### config.mk
export PLATFORM = sky130hd
export DESIGN_NAME = ram_loader_flat
export DESIGN_NICKNAME = d
export VERILOG_FILES = /design/src/rtl/ram_loader_if.sv /design/src/rtl/ram_loader.sv /design/src/flat_wrapper.sv
export SDC_FILE = /design/constraint.sdc
export NUM_CORES = 1
export LEC_CHECK = 0
export CAP_MARGIN = 0
export CORE_MARGIN = 3
export CORE_UTILIZATION = 48
export CTS_CLUSTER_DIAMETER = 100
export DETAILED_ROUTE_END_ITERATION = 10
export HOLD_SLACK_MARGIN = 0.1
export PLACE_DENSITY_LB_ADDON = 0.08
export REMOVE_ABC_BUFFERS = 1
export SLEW_MARGIN = 30
export SYNTH_ARGS = -nofsm -noshare
export SYNTH_HDL_FRONTEND = slang
export SYNTH_SLANG_ARGS = --single-unit
### constraint.sdc
create_clock -name clk -period 4.7 [get_ports clk]
set_input_delay 0.705 -clock clk [delete_from_list [all_inputs] [get_ports clk]]
set_output_delay 0.705 -clock clk [all_outputs]
set_load 0.05 [all_outputs]
### src/rtl/ram_loader_if.sv
// Byte-stream and RAM-port bundle for ram_loader.
// master = loader side; slave = host link and RAM side.
interface ram_loader_if #(
    parameter int AWIDTH = 12
);
    logic [7:0]        in_data;
    logic              in_valid;
    logic              in_ready;
    logic [7:0]        out_data;
    logic              out_valid;
    logic              out_ready;
    logic              ram_load;
    logic [AWIDTH-1:0] ram_addr;
    logic [15:0]       ram_d;
    logic [15:0]       ram_q;

    modport master (
        input  in_data, in_valid, out_ready, ram_q,
        output in_ready, out_data, out_valid, ram_load, ram_addr, ram_d
    );

    modport slave (
        output in_data, in_valid, out_ready, ram_q,
        input  in_ready, out_data, out_valid, ram_load, ram_addr, ram_d
    );
endinterface

### src/rtl/ram_loader.sv
// Byte-stream loader/dumper for the 16-bit program RAM; optional checksum under LOADER_CHECKSUM_EN.
// Latency: LOAD 3 cycles/word, DUMP 4 cycles/word minimum; done pulses one cycle after the last word.
// Backpressure: in_valid gaps stall in LD_HI/LD_LO; out_ready low holds out_data/out_valid in DP_HI/DP_LO.
module ram_loader #(
    parameter int DWIDTH = 16,
    parameter int AWIDTH = 12,
    parameter int WORDS  = 4096
) (
    input  logic              clk,
    input  logic              reset,
    input  logic              start,
    input  logic              mode,
    input  logic [AWIDTH-1:0] base,
    input  logic [AWIDTH:0]   count,
    output logic              busy,
    output logic              done,
    output logic [15:0]       checksum,
    ram_loader_if.master      bus
);

    typedef enum logic [3:0] {
        IDLE, LD_HI, LD_LO, LD_WR, DP_RD, DP_CAP, DP_HI, DP_LO, FIN
    } state_t;

    state_t              state_q, state_nxt;
    logic [AWIDTH-1:0]   ptr_q;
    logic [AWIDTH:0]     rem_q;
    logic [DWIDTH-1:0]   word_q;
    logic [AWIDTH-1:0]   ptr_inc;
    logic                last_word;

    assign ptr_inc   = (ptr_q == AWIDTH'(WORDS - 1)) ? '0 : ptr_q + 1'b1;
    assign last_word = (rem_q == (AWIDTH+1)'(1));

    assign bus.ram_addr = ptr_q;
    assign bus.ram_d    = word_q;

    always_comb begin
        state_nxt     = state_q;
        busy          = (state_q != IDLE);
        done          = 1'b0;
        bus.in_ready  = 1'b0;
        bus.out_valid = 1'b0;
        bus.out_data  = 8'h00;
        bus.ram_load  = 1'b0;
        case (state_q)
            IDLE: begin
                if (start) begin
                    if (count == '0)  state_nxt = FIN;
                    else if (mode)    state_nxt = DP_RD;
                    else              state_nxt = LD_HI;
                end
            end
            LD_HI: begin
                bus.in_ready = 1'b1;
                if (bus.in_valid) state_nxt = LD_LO;
            end
            LD_LO: begin
                bus.in_ready = 1'b1;
                if (bus.in_valid) state_nxt = LD_WR;
            end
            LD_WR: begin
                bus.ram_load = 1'b1;
                state_nxt    = last_word ? FIN : LD_HI;
            end
            DP_RD:  state_nxt = DP_CAP;
            DP_CAP: state_nxt = DP_HI;
            DP_HI: begin
                bus.out_valid = 1'b1;
                bus.out_data  = word_q[15:8];
                if (bus.out_ready) state_nxt = DP_LO;
            end
            DP_LO: begin
                bus.out_valid = 1'b1;
                bus.out_data  = word_q[7:0];
                if (bus.out_ready) state_nxt = last_word ? FIN : DP_RD;
            end
            FIN: begin
                done      = 1'b1;
                state_nxt = IDLE;
            end
            default: state_nxt = IDLE;
        endcase
    end

    always_ff @(posedge clk) begin
        if (reset) begin
            state_q <= IDLE;
            ptr_q   <= '0;
            rem_q   <= '0;
            word_q  <= '0;
        end else begin
            state_q <= state_nxt;
            case (state_q)
                IDLE: begin
                    if (start) begin
                        ptr_q <= base;
                        rem_q <= count;
                    end
                end
                LD_HI:  if (bus.in_valid) word_q[15:8] <= bus.in_data;
                LD_LO:  if (bus.in_valid) word_q[7:0]  <= bus.in_data;
                LD_WR: begin
                    ptr_q <= ptr_inc;
                    rem_q <= rem_q - 1'b1;
                end
                DP_CAP: word_q <= bus.ram_q;
                DP_LO: begin
                    if (bus.out_ready) begin
                        ptr_q <= ptr_inc;
                        rem_q <= rem_q - 1'b1;
                    end
                end
                default: ;
            endcase
        end
    end

`ifdef LOADER_CHECKSUM_EN
    logic [15:0] csum_q;

    // Accumulates the word as it is written (LD_WR) or as it arrives from the RAM (DP_CAP).
    always_ff @(posedge clk) begin
        if (reset) begin
            csum_q <= '0;
        end else if (state_q == IDLE && start) begin
            csum_q <= '0;
        end else if (state_q == LD_WR) begin
            csum_q <= csum_q + word_q;
        end else if (state_q == DP_CAP) begin
            csum_q <= csum_q + bus.ram_q;
        end
    end

    assign checksum = csum_q;
`else
    assign checksum = 16'h0000;
`endif

endmodule
### src/flat_wrapper.sv
// flat-port wrapper written by rule: the top's interface ports become plain ports
module ram_loader_flat 
#(
    parameter int DWIDTH = 16,
    parameter int AWIDTH = 12,
    parameter int WORDS  = 4096
)
  (clk, reset, start, mode, base, count, busy, done, checksum, bus_in_data, bus_in_valid, bus_out_ready, bus_ram_q, bus_in_ready, bus_out_data, bus_out_valid, bus_ram_load, bus_ram_addr, bus_ram_d);
  ram_loader_if #(.AWIDTH(AWIDTH)) bus_i ();
  input  logic clk;
  input  logic reset;
  input  logic start;
  input  logic mode;
  input  logic [AWIDTH-1:0] base;
  input  logic [AWIDTH:0] count;
  output logic busy;
  output logic done;
  output logic [15:0] checksum;
  input wire logic [$bits(bus_i.in_data)-1:0] bus_in_data;
  input wire logic [$bits(bus_i.in_valid)-1:0] bus_in_valid;
  input wire logic [$bits(bus_i.out_ready)-1:0] bus_out_ready;
  input wire logic [$bits(bus_i.ram_q)-1:0] bus_ram_q;
  output wire logic [$bits(bus_i.in_ready)-1:0] bus_in_ready;
  output wire logic [$bits(bus_i.out_data)-1:0] bus_out_data;
  output wire logic [$bits(bus_i.out_valid)-1:0] bus_out_valid;
  output wire logic [$bits(bus_i.ram_load)-1:0] bus_ram_load;
  output wire logic [$bits(bus_i.ram_addr)-1:0] bus_ram_addr;
  output wire logic [$bits(bus_i.ram_d)-1:0] bus_ram_d;
  assign bus_i.in_data = bus_in_data;
  assign bus_i.in_valid = bus_in_valid;
  assign bus_i.out_ready = bus_out_ready;
  assign bus_i.ram_q = bus_ram_q;
  assign bus_in_ready = bus_i.in_ready;
  assign bus_out_data = bus_i.out_data;
  assign bus_out_valid = bus_i.out_valid;
  assign bus_ram_load = bus_i.ram_load;
  assign bus_ram_addr = bus_i.ram_addr;
  assign bus_ram_d = bus_i.ram_d;
  ram_loader #(.DWIDTH(DWIDTH), .AWIDTH(AWIDTH), .WORDS(WORDS)) u_core (.clk(clk), .reset(reset), .start(start), .mode(mode), .base(base), .count(count), .busy(busy), .done(done), .checksum(checksum), .bus(bus_i));
endmodule
==> out/results.tsv <==
metric	value	unit
Synth area leader	dfxtp_1	
Combinational Power Share	55.4	%
Die X	83.4	µm
syn_area_per_cell	7.48	µm²
synthesis-stage register bit count	45	
vias in the first global route	2736	
synth cell count leaders	nand2_1, dfxtp_1, nor2_1	
final setup skew	0.00406	ns
switching share of power	50.1	%
Routed WL	7.84	mm
synth unique cells	56	
post-synthesis instance area	2870	µm²
Worst Tran Pin Value	0.894	ns
layout cells sized above 1	4.56	%
postcts setup bufs	0	
antenna violations before repair	0	
P_leak	1.34	nW
maximum level of the CTS H-tree	2	
fin crit share	69.3	%
drt pass-1 iters	4	
post-synth top area share	31.3	%
setup TNS	0	ns
Clock transition at path regs	0.08	ns
Root Driver	clkbuf_8	
Worst VDD drop	0.000326	V
Max-slew headroom	40.2	%
Async S/R FF share, synth	0	%
clk sinks	45	
largest net degree at the start of global routing	42	
crit end category	output pin	
synth top area cells	dfxtp_1, nand2_1, nor2_1	
Synth Instances	384	
DRT iter0 DRCs	150	
DIE HEIGHT	83.4	µm
Port Buf Inserts	95	
crit path kind	flip-flop to output pin	
Hold Path Class	flip-flop to flip-flop	
post-layout power	2.01	mW
initial core utilization	50.9	%
CTS tree	yes	
vias per inst	5.73	
Storage cell area	902	µm²
dominant synthesized flop cell	dfxtp_1	
CP startpoint kind	flip-flop	
Clock Latency Late Sink	0.30	ns
Remaining DRCs	0	
clock share of power	11.7	%
total track usage	22.0	%
# hold bufs at CTS	0	
most common cell in the netlist	nand2_1	
DPL Wire Length	5.62	mm
row cnt	27	
via count	3052	
Final ANT Viol Nets	0	
P_int	1.00	mW
Worst EP required	3.99	ns
cts bufs inserted	5	
WL per Instance	14.7	µm
Ys Warns	0	
core box area	5640	µm²
Flop pwr share	32.8	%
final period demand of the worst path	3.26	ns
sequential area share after synthesis	31.3	%
Switch Pwr	1.00	mW
peak fanout along the critical path	16	
Antenna diodes	0	
setup violators final	0	
Max Fclk	307	MHz
IO Pins	112	
Hold Vio Cnt, Final	0	
Final nets	518	
Final GP Congestion	0.834	
post_cts resized	0	
layout overhead on the synthesized area	33.0	%
outcome	complete, no violations	
Multi-input gate area	1740	µm²
die area	6950	µm²
Final Max Slew Viols	0	
pwr dens	525	nW/µm²
maxcap violations	0	
Clock Path Buffers	2	
GRT overflow	0	
Post-synth EDFFs	0	
first-pass GRT wire length	12.9	mm
RSZ-0062 raised after global routing	no	
fillers	482	
crit path DAT	2.55	ns
-- flip-flops by register name, summed over array words and instances, names as in the netlist --
signal,cells
u_core.bus.ram_d,16
u_core.rem_q,13
u_core.bus.ram_addr,12
u_core.state_q,4
-- path summary, 6_finish.rpt --
kind                     startpoint               end  slack (ns)  depth (start not counted)
setup / recovery  u_core.state_q[1]   bus_out_data[7]        1.44                          4
hold / removal     u_core.rem_q[12]  u_core.rem_q[12]        0.48                          2
setup reg to reg  u_core.state_q[1]  u_core.rem_q[11]        2.20                          6
hold reg to reg    u_core.rem_q[12]  u_core.rem_q[12]        0.48                          2
-- logic make-up after synthesis --
kind of cell,after synthesis,synth area share [%]
other cells,1,0.130
buf+inv,52,10.1
simple gates,162,27.3
compound gates,110,26.1
flops,45,31.3
xor+xnor,2,0.610
mux,9,3.13
fa+ha+maj,3,1.31
-- cell type report --
cell class | instances | area share (%)
tap | 72 | 2.36
multi-input combinational | 302 | 45.6
timing repair buffer | 98 | 25.5
clock inverter | 2 | 0.262
inverter | 8 | 0.786
clock buffer | 6 | 1.90
sequential | 45 | 23.6
-- metal layers --
layer	wire [µm]	global-route usage [%]	vias to the layer above
li1	-	-	1518
met1	3420	29.3	1390
met2	3690	36.1	132
met3	607	4.37	12
met4	116	6.39	0
met5	0	0	-
-- cells in the final DEF, fill, tap and decap left out, drive strengths merged, types with 2 or more instances in the layout --
cell and instances:
nor2 45, and2 3, nand3b 4, a31oi 4, nand2 48, nor2b 5, and3 4, o221ai 3
a221oi 3, o211ai 3, nor4b 2, o21ai 19, o22ai 3, or2 2, clkinv 2, nand3 16
dfxtp 45, nand4 7, ha 3, nor3 12, clkdlybuf4s50 95, a22oi 5, nor4 7, a22o 3
nand2b 3, buf 3, clkbuf 6, a211oi 8, o31ai 5, a21oi 31, a2bb2oi 2, a311oi 11
conb 16, a21o 3, inv 8, mux2i 9
-- through the flow --
step / util (%) / hold slack [ns] / cells / cell area [µm²] / setup slack, ns
floorplan: - / 0.448 / 355 / 2670 / 1.38
finish: 67.8 / 0.484 / 533 / 3820 / 1.44
detailed placement: 66.2 / 0.472 / 525 / 3730 / 1.60
global route: 67.8 / 0.505 / 533 / 3820 / 1.22
CTS: 67.6 / 0.483 / 533 / 3810 / 1.31
global placement: 66.2 / 0.467 / 525 / 3730 / 1.65
-- worst max-delay path, cell delays in order (launching register included) --
cell and delay [ns]:
dfxtp_1 0.70, nor2b_1 0.27, nand2_1 0.26, nor2_1 0.20, clkdlybuf4s50_1 0.82
-- power groups by stage --
| stage | registers (mW) | clock network (mW) | logic, mW |
|---|---|---|---|
| after floorplan | 0.849 | 0 | 0.561 |
| after global placement | 0.658 | 0 | 1.09 |
| after detailed placement | 0.662 | 0 | 1.11 |
| after CTS | 0.654 | 0.242 | 1.11 |
| after global routing | 0.682 | 0.258 | 1.20 |
| final | 0.658 | 0.236 | 1.11 |
(Power assumes the default switching activity.)
==> edit 1, RTL diff (same settings) <==
`AWIDTH` is set to 12 in 3 places; all go to 10.
--- a/src/rtl/ram_loader_if.sv
+++ b/src/rtl/ram_loader_if.sv
@@ -1,7 +1,7 @@
 // Byte-stream and RAM-port bundle for ram_loader.
 // master = loader side; slave = host link and RAM side.
 interface ram_loader_if #(
-    parameter int AWIDTH = 12
+    parameter int AWIDTH = 10
 );
     logic [7:0]        in_data;
     logic              in_valid;
--- a/src/rtl/ram_loader.sv
+++ b/src/rtl/ram_loader.sv
@@ -3,7 +3,7 @@
 // Backpressure: in_valid gaps stall in LD_HI/LD_LO; out_ready low holds out_data/out_valid in DP_HI/DP_LO.
 module ram_loader #(
     parameter int DWIDTH = 16,
-    parameter int AWIDTH = 12,
+    parameter int AWIDTH = 10,
     parameter int WORDS  = 4096
 ) (
     input  logic              clk,
--- a/src/flat_wrapper.sv
+++ b/src/flat_wrapper.sv
@@ -2,7 +2,7 @@
 module ram_loader_flat 
 #(
     parameter int DWIDTH = 16,
-    parameter int AWIDTH = 12,
+    parameter int AWIDTH = 10,
     parameter int WORDS  = 4096
 )
   (clk, reset, start, mode, base, count, busy, done, checksum, bus_in_data, bus_in_valid, bus_out_ready, bus_ram_q, bus_in_ready, bus_out_data, bus_out_valid, bus_ram_load, bus_ram_addr, bus_ram_d);
Ports: changed (resized base, bus_ram_addr and count); port bits go from 112 to 106. The function was not compared with the original's and may differ.
==> edit 1 against the original RTL <==
Sequential cell count down 4; synthesized area down 1.9%; setup slack worse by 0.044 ns; power down 1.6%; clock power up 10%; wire length up 3.0%; final area down 2.6%; clock skew up 0.0024 ns; count of clock-buffer cells in the layout up 1; critical path type unchanged; largest cell class unchanged.
==> edit 1: results (changes against the original RTL) <==
{| class="wikitable"
! Metric !! Value
|-
| GRT Overall Usage || 0.244 (+0.0236)
|-
| Outcome || finished, final reports clean
|-
| Termination of the worst setup path || bus_out_data[5]
|-
| Number of vias per cell || 5.88 (+2.7%)
|-
| Most common library cells after synthesis || sky130_fd_sc_hd__dfxtp_1, sky130_fd_sc_hd__nand2_1, sky130_fd_sc_hd__nor2_1
|-
| Post-synthesis register bit count || 41 (-8.9%)
|-
| Number of ordinary and repair buffers in the finished layout || 92 (-6.1%)
|-
| Total wirelength of the detailed-routed design || 8.08 mm (+3.0%)
|-
| Port-buffer cells || 89 (-6.3%)
|-
| Compound-gate portion of the synthesized area || 0.290 (+0.0289)
|-
| Smallest hold slack || 0.495 ns (+0.0102 ns)
|-
| Synthesized instance count || 358 (-6.8%)
|-
| Seq area share || 0.221 (-0.0155)
|-
| Post-Synth XOR/XNOR Area || 0.00311 (-0.00299)
|-
| R2r worst-path depth || 4 (-2)
|-
| Fraction of synthesized area in multiplexers || 0.0319 (+0.000598)
|-
| Static leakage power || 1.30 nW (-2.6%)
|-
| Count of routing violations after the opening detailed-route iteration || 343 (+130%)
|-
| Dpl cells || 492 (-6.3%)
|-
| Peak VDD IR || 0.301 mV (-7.8%)
|-
| Worst endpoint data arrival time || 2.59 ns (+0.04 ns)
|-
| Placed inst area || 3610 um2 (-3.3%)
|-
| Post-Synth Adder-Cell Area || 0.0133 (+0.000249)
|-
| DP Worst Slack || 1.79 ns (+0.198 ns)
|-
| Layout fillers || 504 (+4.6%)
|-
| Die Area || 6830 um2 (-1.7%)
|-
| Final design area excluding fillers || 3720 um2 (-2.6%)
|-
| Clock buffer count || 7 (+1)
|-
| Max Clock Skew || 0.00647 ns (+0.00240 ns)
|-
| Net count, final || 481 (-7.1%)
|-
| Via Count || 2939 (-3.7%)
|-
| Distinct cells, synth || 65 (+16%)
|-
| Proportion of layout cells with a drive suffix above 1 || 0.0654 (+0.0199)
|-
| Vias in the first global route || 2725 (-0.40%)
|-
| Hold Crit Start || u_core.rem_q[8]
|-
| Worst setup slack after layout || 1.40 ns (-0.0439 ns)
|-
| Largest cells by area after synthesis || sky130_fd_sc_hd__dfxtp_1, sky130_fd_sc_hd__nand2_1, sky130_fd_sc_hd__buf_4
|-
| Slew at the pin with the worst max-slew slack || 0.836 ns (-0.0580 ns)
|-
| Placed wire-length estimate || 5.64 mm (+0.43%)
|-
| Sequential share of the synthesized area || 0.291 (-0.0224)
|-
| Pint || 0.996 mW (-0.59%)
|-
| Global placement routability congestion || 0.835 (about the same)
|-
| First-pass GRT wire length || 13.1 mm (+1.3%)
|-
| Non-Clock Inverter Count || 15 (+7)
|-
| Non-clock buffer share of cell area || 0.245 (-0.00929)
|}
[edit 1: changes by cell type after synthesis, sizes merged, moves of 4 or more]
| cell | before | now |
|---|---|---|
| a211o | 0 | 6 |
| a21oi | 31 | 21 |
| a31oi | 4 | 14 |
| clkbuf | 10 | 14 |
| dfxtp | 45 | 41 |
| inv | 8 | 15 |
| nand2 | 48 | 41 |
| nor2 | 45 | 29 |
| nor2b | 5 | 1 |
| nor3 | 12 | 8 |
| o21ai | 19 | 8 |
| o31ai | 5 | 13 |
[edit 1: power by group through the flow]
stage               Combinational [mW]  Clock [mW]  Sequential (mW)
CTS                               1.12       0.266            0.587
global placement                  1.10           0            0.590
floorplan                        0.547           0            0.809
detailed placement                1.12           0            0.592
global route                      1.21       0.281            0.612
finish                            1.12       0.260            0.591
[edit 1: per-layer routing]
metal  wire length [um]  GRT usage  up-vias
met4                 77     0.0572        0
met1               3470      0.308     1380
met2               3820      0.405      111
li1                   -          -     1440
met3                705     0.0748        8
met5                  0          0        -
==> edit 2, RTL diff (same flow settings) <==
Made on the original files. Register the input `mode` before use, with the module's reset. The logic sees it one clock later. The other inputs are not delayed to match.
--- a/src/rtl/ram_loader.sv
+++ b/src/rtl/ram_loader.sv
@@ -21,6 +21,16 @@
     typedef enum logic [3:0] {
         IDLE, LD_HI, LD_LO, LD_WR, DP_RD, DP_CAP, DP_HI, DP_LO, FIN
     } state_t;
+
+    logic mode_q;
+
+    always_ff @(posedge clk) begin
+        if (reset) begin
+            mode_q <= '0;
+        end else begin
+            mode_q <= mode;
+        end
+    end
 
     state_t              state_q, state_nxt;
     logic [AWIDTH-1:0]   ptr_q;
@@ -47,7 +57,7 @@
             IDLE: begin
                 if (start) begin
                     if (count == '0)  state_nxt = FIN;
-                    else if (mode)    state_nxt = DP_RD;
+                    else if (mode_q)    state_nxt = DP_RD;
                     else              state_nxt = LD_HI;
                 end
             end
Behaviour: not the same (Yosys sat finds a counterexample within 4 cycles, from zero or initial values and one cycle with reset high).
==> edit 2 against the original RTL <==
Synthesized area grew 2.4%; sequential cell count grew 1; setup slack lost 0.091 ns; wire length grew 1.3%; critical path depth shrank 1; final area grew 2.2%; largest cell class unchanged; power shrank 0.40%.
==> edit 2: results (changes against the original RTL) <==
{| class="wikitable"
! Metric !! Value
|-
| Outcome || finished, final reports clean
|-
| Post-synthesis register bit count || 46 (+2.2%)
|-
| Share of power burned in registers || 0.329 (about the same)
|-
| Number of vias per cell || 5.70 (-0.39%)
|-
| Distinct cells, synth || 64 (+14%)
|-
| Relative area of clock buffers and inverters in the final design || 0.0243 (+0.00274)
|-
| Proportion of layout cells with a drive suffix above 1 || 0.0499 (+0.00434)
|-
| Non-Clock Inverter Count || 7 (-1)
|-
| Worst Path Max Fanout || 20 (+4)
|-
| Number of ordinary and repair buffers in the finished layout || 99 (+1.0%)
|-
| Count of routing violations after the opening detailed-route iteration || 136 (-9.3%)
|-
| Placed inst area || 3810 um2 (+2.1%)
|-
| Post-Synth XOR/XNOR Area || 0.00595 (-0.000145)
|-
| Post-synth design cell area || 2940 um2 (+2.4%)
|-
| Vias in the first global route || 2787 (+1.9%)
|-
| Worst Setup SP || u_core.state_q[0]
|-
| Static leakage power || 1.41 nW (+5.8%)
|-
| Total wirelength of the detailed-routed design || 7.94 mm (+1.3%)
|-
| Largest cells by area after synthesis || sky130_fd_sc_hd__dfxtp_1, sky130_fd_sc_hd__nor2_1, sky130_fd_sc_hd__mux2i_1
|-
| First-pass GRT wire length || 13.1 mm (+1.2%)
|-
| Global placement routability congestion || 0.878 (+5.3%)
|-
| Most common library cells after synthesis || sky130_fd_sc_hd__nor2_1, sky130_fd_sc_hd__dfxtp_1, sky130_fd_sc_hd__nand2_1
|-
| Area occupied by multi-input gates || 1790 um2 (+2.8%)
|-
| Peak VDD IR || 0.354 mV (+8.5%)
|-
| Fraction of synthesized area in multiplexers || 0.0578 (+0.0265)
|-
| Sequential share of the synthesized area || 0.313 (-0.000660)
|-
| DP Worst Slack || 1.73 ns (+0.137 ns)
|-
| Post-Synth Adder-Cell Area || 0.0127 (-0.000311)
|-
| Comb_multi_in || 301 (-0.33%)
|-
| Slew at the pin with the worst max-slew slack || 0.967 ns (+0.0729 ns)
|-
| Max Clock Skew || 0.00956 ns (+0.00550 ns)
|-
| Seq area share || 0.236 (-0.000260)
|-
| GRT Overall Usage || 0.217 (-0.00374)
|}
==> edit 2: changes by cell type in the layout (fill, tap and decap cells not counted), sizes merged, moves of 6 or more <==
cell,delta
a211oi,+6
a21oi,-6
mux2i,+8
nand2,-14
a311oi,-6
o21ai,+9
==> edit 2: worst max-delay path, stage by stage, from the launching register on <==
cell and delay [ns]:
sky130_fd_sc_hd__dfxtp_1 0.92, sky130_fd_sc_hd__or2b_1 0.32, sky130_fd_sc_hd__nor3b_1 0.24, sky130_fd_sc_hd__clkdlybuf4s50_1 0.85
==> edit 2: per-layer routing <==
layer	GRT usage	vias up	wire (um)
li1	-	1518	-
met1	0.286	1405	3530
met2	0.360	109	3810
met3	0.0451	8	507
met4	0.0556	0	89
met5	0	-	0
==> edit 2: path summary, 6_finish.rpt <==
check / cells after the start / to / slack [ns]
hold / removal: 2 / u_core.rem_q[12] / 0.49
setup / recovery: 3 / bus_ram_load / 1.35
hold reg to reg: 2 / u_core.rem_q[12] / 0.49
setup reg to reg: 5 / u_core.bus.ram_d[7] / 2.24
